==> src/rtl/rom_stream_reader.sv <==
// Sequencer in front of a registered-output ROM: walks length words from base_addr
// and delivers them as a valid/ready stream. Optional ROM_READER_LOOP_EN adds pass looping.
module rom_stream_reader #(
    parameter int DATA_WIDTH = 32,
    parameter int ADDR_WIDTH = 2,
    parameter int LEN_WIDTH  = ADDR_WIDTH + 1
) (
    input  logic                  clk,
    input  logic                  rst_b,
    input  logic                  start,
    input  logic [ADDR_WIDTH-1:0] base_addr,
    input  logic [LEN_WIDTH-1:0]  length,
`ifdef ROM_READER_LOOP_EN
    input  logic                  loop,
`endif
    output logic                  busy,
    output logic                  done,
    output logic                  rom_rd_en,
    output logic [ADDR_WIDTH-1:0] rom_addr,
    input  logic [DATA_WIDTH-1:0] rom_data,
    output logic                  out_valid,
    input  logic                  out_ready,
    output logic [DATA_WIDTH-1:0] out_data
);

    localparam int ACW = LEN_WIDTH + 1;

    typedef enum logic [1:0] {
        S_IDLE,
        S_RUN,
        S_DRAIN
    } state_e;

    state_e                state_q, state_d;
    logic [ADDR_WIDTH-1:0] ptr_q, ptr_d;
    logic [ADDR_WIDTH-1:0] addr_q, addr_d;
    logic [LEN_WIDTH-1:0]  issue_cnt_q, issue_cnt_d;
    logic [ACW-1:0]        accept_cnt_q, accept_cnt_d;
    logic                  inflight_q, inflight_d;
    logic [1:0]            occ_q, occ_d;
    logic [DATA_WIDTH-1:0] head_q, head_d;
    logic [DATA_WIDTH-1:0] tail_q, tail_d;
    logic                  done_q, done_d;
`ifdef ROM_READER_LOOP_EN
    logic [ADDR_WIDTH-1:0] base_q, base_d;
    logic [LEN_WIDTH-1:0]  len_q, len_d;
`endif

    logic       pop;
    logic       rd_en;
    logic [1:0] level;

    always_comb begin
        state_d      = state_q;
        ptr_d        = ptr_q;
        issue_cnt_d  = issue_cnt_q;
        accept_cnt_d = accept_cnt_q;
        head_d       = head_q;
        tail_d       = tail_q;
        occ_d        = occ_q;
        done_d       = 1'b0;
`ifdef ROM_READER_LOOP_EN
        base_d       = base_q;
        len_d        = len_q;
`endif

        pop   = (occ_q != 2'd0) && out_ready;
        // words buffered or in flight once this cycle's pop retires
        level = occ_q + {1'b0, inflight_q} - {1'b0, pop};
        rd_en = (state_q == S_RUN) && (issue_cnt_q != '0) && (level < 2'd2);

        rom_addr   = rd_en ? ptr_q : addr_q;
        addr_d     = rom_addr;
        inflight_d = rd_en;

        if (rd_en) begin
            ptr_d       = ptr_q + ADDR_WIDTH'(1);
            issue_cnt_d = issue_cnt_q - LEN_WIDTH'(1);
        end
        if (pop) begin
            accept_cnt_d = accept_cnt_q - ACW'(1);
        end

        if (inflight_q && pop) begin
            if (occ_q == 2'd2) begin
                head_d = tail_q;
                tail_d = rom_data;
            end else begin
                head_d = rom_data;
            end
        end else if (inflight_q) begin
            if (occ_q == 2'd0) begin
                head_d = rom_data;
            end else begin
                tail_d = rom_data;
            end
            occ_d = occ_q + 2'd1;
        end else if (pop) begin
            if (occ_q == 2'd2) begin
                head_d = tail_q;
            end
            occ_d = occ_q - 2'd1;
        end

        unique case (state_q)
            S_IDLE: begin
                if (start) begin
                    if (length != '0) begin
                        state_d      = S_RUN;
                        ptr_d        = base_addr;
                        issue_cnt_d  = length;
                        accept_cnt_d = ACW'(length);
`ifdef ROM_READER_LOOP_EN
                        base_d       = base_addr;
                        len_d        = length;
`endif
                    end else begin
                        done_d = 1'b1;
                    end
                end
            end
            S_RUN: begin
                if (rd_en && (issue_cnt_q == LEN_WIDTH'(1))) begin
`ifdef ROM_READER_LOOP_EN
                    if (loop) begin
                        ptr_d        = base_q;
                        issue_cnt_d  = len_q;
                        accept_cnt_d = accept_cnt_q - ACW'(pop) + ACW'(len_q);
                    end else begin
                        state_d = S_DRAIN;
                    end
`else
                    state_d = S_DRAIN;
`endif
                end
            end
            S_DRAIN: begin
                if (accept_cnt_d == '0) begin
                    state_d = S_IDLE;
                    done_d  = 1'b1;
                end
            end
            default: state_d = S_IDLE;
        endcase
    end

    always_ff @(posedge clk) begin
        if (!rst_b) begin
            state_q      <= S_IDLE;
            ptr_q        <= '0;
            addr_q       <= '0;
            issue_cnt_q  <= '0;
            accept_cnt_q <= '0;
            inflight_q   <= 1'b0;
            occ_q        <= 2'd0;
            head_q       <= '0;
            tail_q       <= '0;
            done_q       <= 1'b0;
`ifdef ROM_READER_LOOP_EN
            base_q       <= '0;
            len_q        <= '0;
`endif
        end else begin
            state_q      <= state_d;
            ptr_q        <= ptr_d;
            addr_q       <= addr_d;
            issue_cnt_q  <= issue_cnt_d;
            accept_cnt_q <= accept_cnt_d;
            inflight_q   <= inflight_d;
            occ_q        <= occ_d;
            head_q       <= head_d;
            tail_q       <= tail_d;
            done_q       <= done_d;
`ifdef ROM_READER_LOOP_EN
            base_q       <= base_d;
            len_q        <= len_d;
`endif
        end
    end

    assign busy      = (state_q != S_IDLE);
    assign done      = done_q;
    assign rom_rd_en = rd_en;
    assign out_valid = (occ_q != 2'd0);
    assign out_data  = head_q;

endmodule

==> config.mk <==
export PLATFORM = sky130hd
export DESIGN_NAME = rom_stream_reader
export DESIGN_NICKNAME = d
export VERILOG_FILES = /design/src/rtl/rom_stream_reader.sv
export SDC_FILE = /design/constraint.sdc
export NUM_CORES = 1
export LEC_CHECK = 0
export BUFFER_PORTS_ARGS = -buffer_cell sky130_fd_sc_hd__buf_2
export CORE_ASPECT_RATIO = 1.4
export CORE_MARGIN = 1.5
export CORE_UTILIZATION = 31
export CTS_CLUSTER_DIAMETER = 100
export CTS_CLUSTER_SIZE = 12
export DETAILED_ROUTE_END_ITERATION = 12
export PLACE_DENSITY = 0.62
export SLEW_MARGIN = 30
export SYNTH_ARGS = -nofsm -noshare
export SYNTH_HDL_FRONTEND = slang
export SYNTH_SLANG_ARGS = --single-unit
export TNS_END_PERCENT = 20
==> constraint.sdc <==
create_clock -name clk -period 2.65 [get_ports clk]
set_input_delay 0.795 -clock clk [delete_from_list [all_inputs] [get_ports clk]]
set_output_delay 0.795 -clock clk [all_outputs]
set_load 0.02 [all_outputs]
==> results.txt <==
- The run finished with clean final reports.
- By area the synthesized netlist is led by dfxtp_1 46%, mux2i_1 9.1%, a221oi_1 8.2%.
- Library cell used as clock root buffer: clkbuf_16
- Fin crit period: 2.61 ns
- Delay-heaviest family, CP: compound AO/OA/AOI/OAI gates
- The number of nets in the synthesized netlist is 451.
- The first global-routing pass estimated 14.8 mm of wire.
* DRC violation count after routing: 0
* Share of post-route cells with drive strength above 1: 0.276
* Final Max Tran Viols: 0
* Count of buffer and inverter cells on the critical path: 2
- Most frequent standard cell in the layout excluding fill and tap cells: dfxtp_1
- Nets: 539
- Initial drt markers: 77
- Setup repair after global routing missed its margin: true
* Maximum vdd drop: 0.373 mV
* Delay of the slowest critical-path stage: 0.41 ns
- The total overflow left after global routing is 0.
- The initialized floorplan defines 45 standard-cell rows.
* Post-cts hold buffer count: 0
- Layout fillers: 1113
- Before CTS, the worst setup slack after placement is -0.0711 ns.
- STA classifies the critical path endpoint as a primary output.
* Post-synthesis instance total: 404
- Maximum frequency from static timing analysis: 0.383 GHz
* Remaining number of nets flagged by the antenna check after routing: 0
- The worst hold path belongs to the class flop to flop.
* Average wire per cell in the routed design: 14.5 um
* Count of vias placed by the detailed router: 3208
- TritonCTS built the clock tree.
- Initial core utilization: 0.322
* Most used cell, CP: buf_6
- Count of clock tree sinks: 81
- Vias per std cell: 5.03
- The initial antenna violation count was 0.
- Routability-driven placement finished with a final weighted congestion of 0.801.
- Nature of the critical path startpoint: input port
- For this run, the register share of the synthesized area comes to 0.462.
* Number of buffers created by CTS: 9
* Full die area: 0.0120 sq mm
- Across every metal layer, demand over resource in global routing totals 0.157.
- Final Hold Viols: 0
- Leaving out fill and tap cells, the most frequent cells in the layout are 79 x dfxtp_1, 75 x buf_2, 73 x nand2_1.
- Pin count of the biggest net entering global routing: 39
* Die Width: 93.0 um
* Count of input and output buffers: 78
- Bufs on Longest Clock Path: 2
- Worst slew margin relative to its limit: 0.588
- Combined area of all synthesized cells: 0.00351 sq mm
* Top-area cell type share of the netlist area: 0.462
- Sum of routed wire length over all layers: 9.23 mm
* Yosys reg bits: 81
- Critical path peak fanout: 3
* Arrival time of the worst setup path: 1.82 ns
- Power density over the cells: 742 mW/mm^2
- The via count of the first global-routing pass came to 3093.
- Once layout is complete, the utilization of the core stands at 0.421.
- For the final routed database, the setup TNS stands at 0 ns.
- CTS built an H-tree with a depth of 3.
- Yosys warns: 0
* Hpwl dp: 6.20 mm
- Final cycle utilization of the critical path: 0.986
- At the later pin of the worst-skew pair, clock insertion delay measures 0.33 ns.
- For this design the top-level I/O count stands at 79.
- Worst Tran Pin Value: 0.616 ns
* CORE AREA: 0.0109 sq mm
- Cell accounting for the most synthesized area: dfxtp_1
* Chain of cells forming the critical path: buf_6 > nand2b_4 > a311o_1 > o21ai_2 > nand2_1 > buf_6
- Worst Slack Setup Final: 0.0367 ns
* Slowest CP cell: a311o_1
- After synthesis, the netlist uses 41 different library cells.
- The first TritonRoute pass finished after 4 iterations.
* P&R area growth vs syn: 30.9%
* Fin Clk Skew: 0.00854 ns
* Syn avg cell area: 8.69 sq um
- Required time at the endpoint of the critical path: 1.86 ns
* Count of final setup violators: 0
- Measured along the y axis, the die boundary spans 129 um.
* Overall power after layout: 0.00341 W
- Clock transition at the registers of the reported paths: 0.05 ns
- Max-cap viol count: 0
- Class of the most critical setup path: input port to primary output
- Antenna fix cells: 0
- Static Leak: 2.00 nW
## sequential cells by signal (all words and copies together), names as in the netlist
| name | flops |
|---|---|
| issue_cnt_q | 3 |
| occ_q | 2 |
| addr_q | 2 |
| inflight_q | 1 |
| ptr_q | 2 |
| out_data | 32 |
| accept_cnt_q | 4 |
| tail_q | 32 |
| done | 1 |
| state_q | 2 |
## synth_stat cells (all sizes together)
library cell	number
or4	1
o21ai	12
a311o	1
dfxtp	81
o211ai	2
a311oi	1
a21oi	38
o22a	1
nor3	2
a2111o	1
nor2b	1
a32o	1
or3	1
mux2i	32
nand2	73
nand3b	1
clkbuf	17
inv	10
and3	5
o22ai	1
o31ai	3
ha	6
buf	13
nor4	1
nand4	1
a221oi	33
nand2b	6
nor2	41
xor2	2
xnor2	4
nand3	6
nor4b	1
or2	1
a31oi	2
nor3b	1
a211o	1
## worst paths after layout
| kind | startpoint | to | slack [ns] | cells after the start |
|---|---|---|---|---|
| worst max-delay path | out_ready | rom_addr[0] | 0.04 | 6 |
| worst min-delay path | tail_q[18] | tail_q[18] | 0.45 | 2 |
| worst max register to register | occ_q[1] | out_data[26] | 0.58 | 5 |
| worst min register to register | tail_q[18] | tail_q[18] | 0.45 | 2 |
## worst reg2reg max path, cell delays in order, from the launching register on
cell,delay [ns]
dfxtp_1,0.58
o21ai_1,0.17
ha_1,0.27
a2111o_1,0.42
buf_4,0.23
a221oi_1,0.30
## power by group
| part | switching, W | internal (W) | total (W) |
|---|---|---|---|
| registers | 0.0000704 | 0.00132 | 0.00139 |
| clock network | 0.000483 | 0.000849 | 0.00133 |
| logic | 0.000400 | 0.000288 | 0.000688 |
## timing repair
item | CTS | global route
pin swaps | 5 | 3
resized for setup | 12 | 6
buffers inserted | 2 | 3
endpoints found under the setup margin | 3 | 3
## cell type report
class	instances	area, sq um	share of cell area
Clock buffer	11	243	0.0528
Sequential cell	81	1620	0.353
Clock inverter	5	78.8	0.0171
Multi-Input combinational cell	283	1790	0.388
Inverter	10	37.5	0.00817
Tap cell	141	176	0.0384
Timing Repair Buffer	107	652	0.142
## per-layer routing
| layer | vias to the layer above | global-route usage | part of all wire |
|---|---|---|---|
| met5 | - | 0 | 0 |
| met4 | 0 | 0.0615 | 0.013 |
| met3 | 12 | 0.0396 | 0.052 |
| met2 | 67 | 0.275 | 0.50 |
| met1 | 1520 | 0.181 | 0.43 |
| li1 | 1609 | - | - |
## stage by stage
stage | hold WS (ns) | std cells | instance area (sq um)
floorplan | 0.436 | 404 | 3510
global placement | 0.441 | 617 | 4170
detailed placement | 0.447 | 617 | 4170
CTS | 0.455 | 635 | 4540
global route | 0.473 | 638 | 4600
finish | 0.454 | 638 | 4600
## kinds of logic after synthesis
family,count (synthesis),share of synthesized area
AOI/OAI and AO/OA,97,0.189
adders and majority gates,6,0.0214
xor gates and xnor gates,6,0.0150
buffers and inverters,40,0.0492
DFF,81,0.462
muxes,32,0.0912
and+or+nand+nor,142,0.173
No activity file was read; power rests on OpenSTA's default activity.
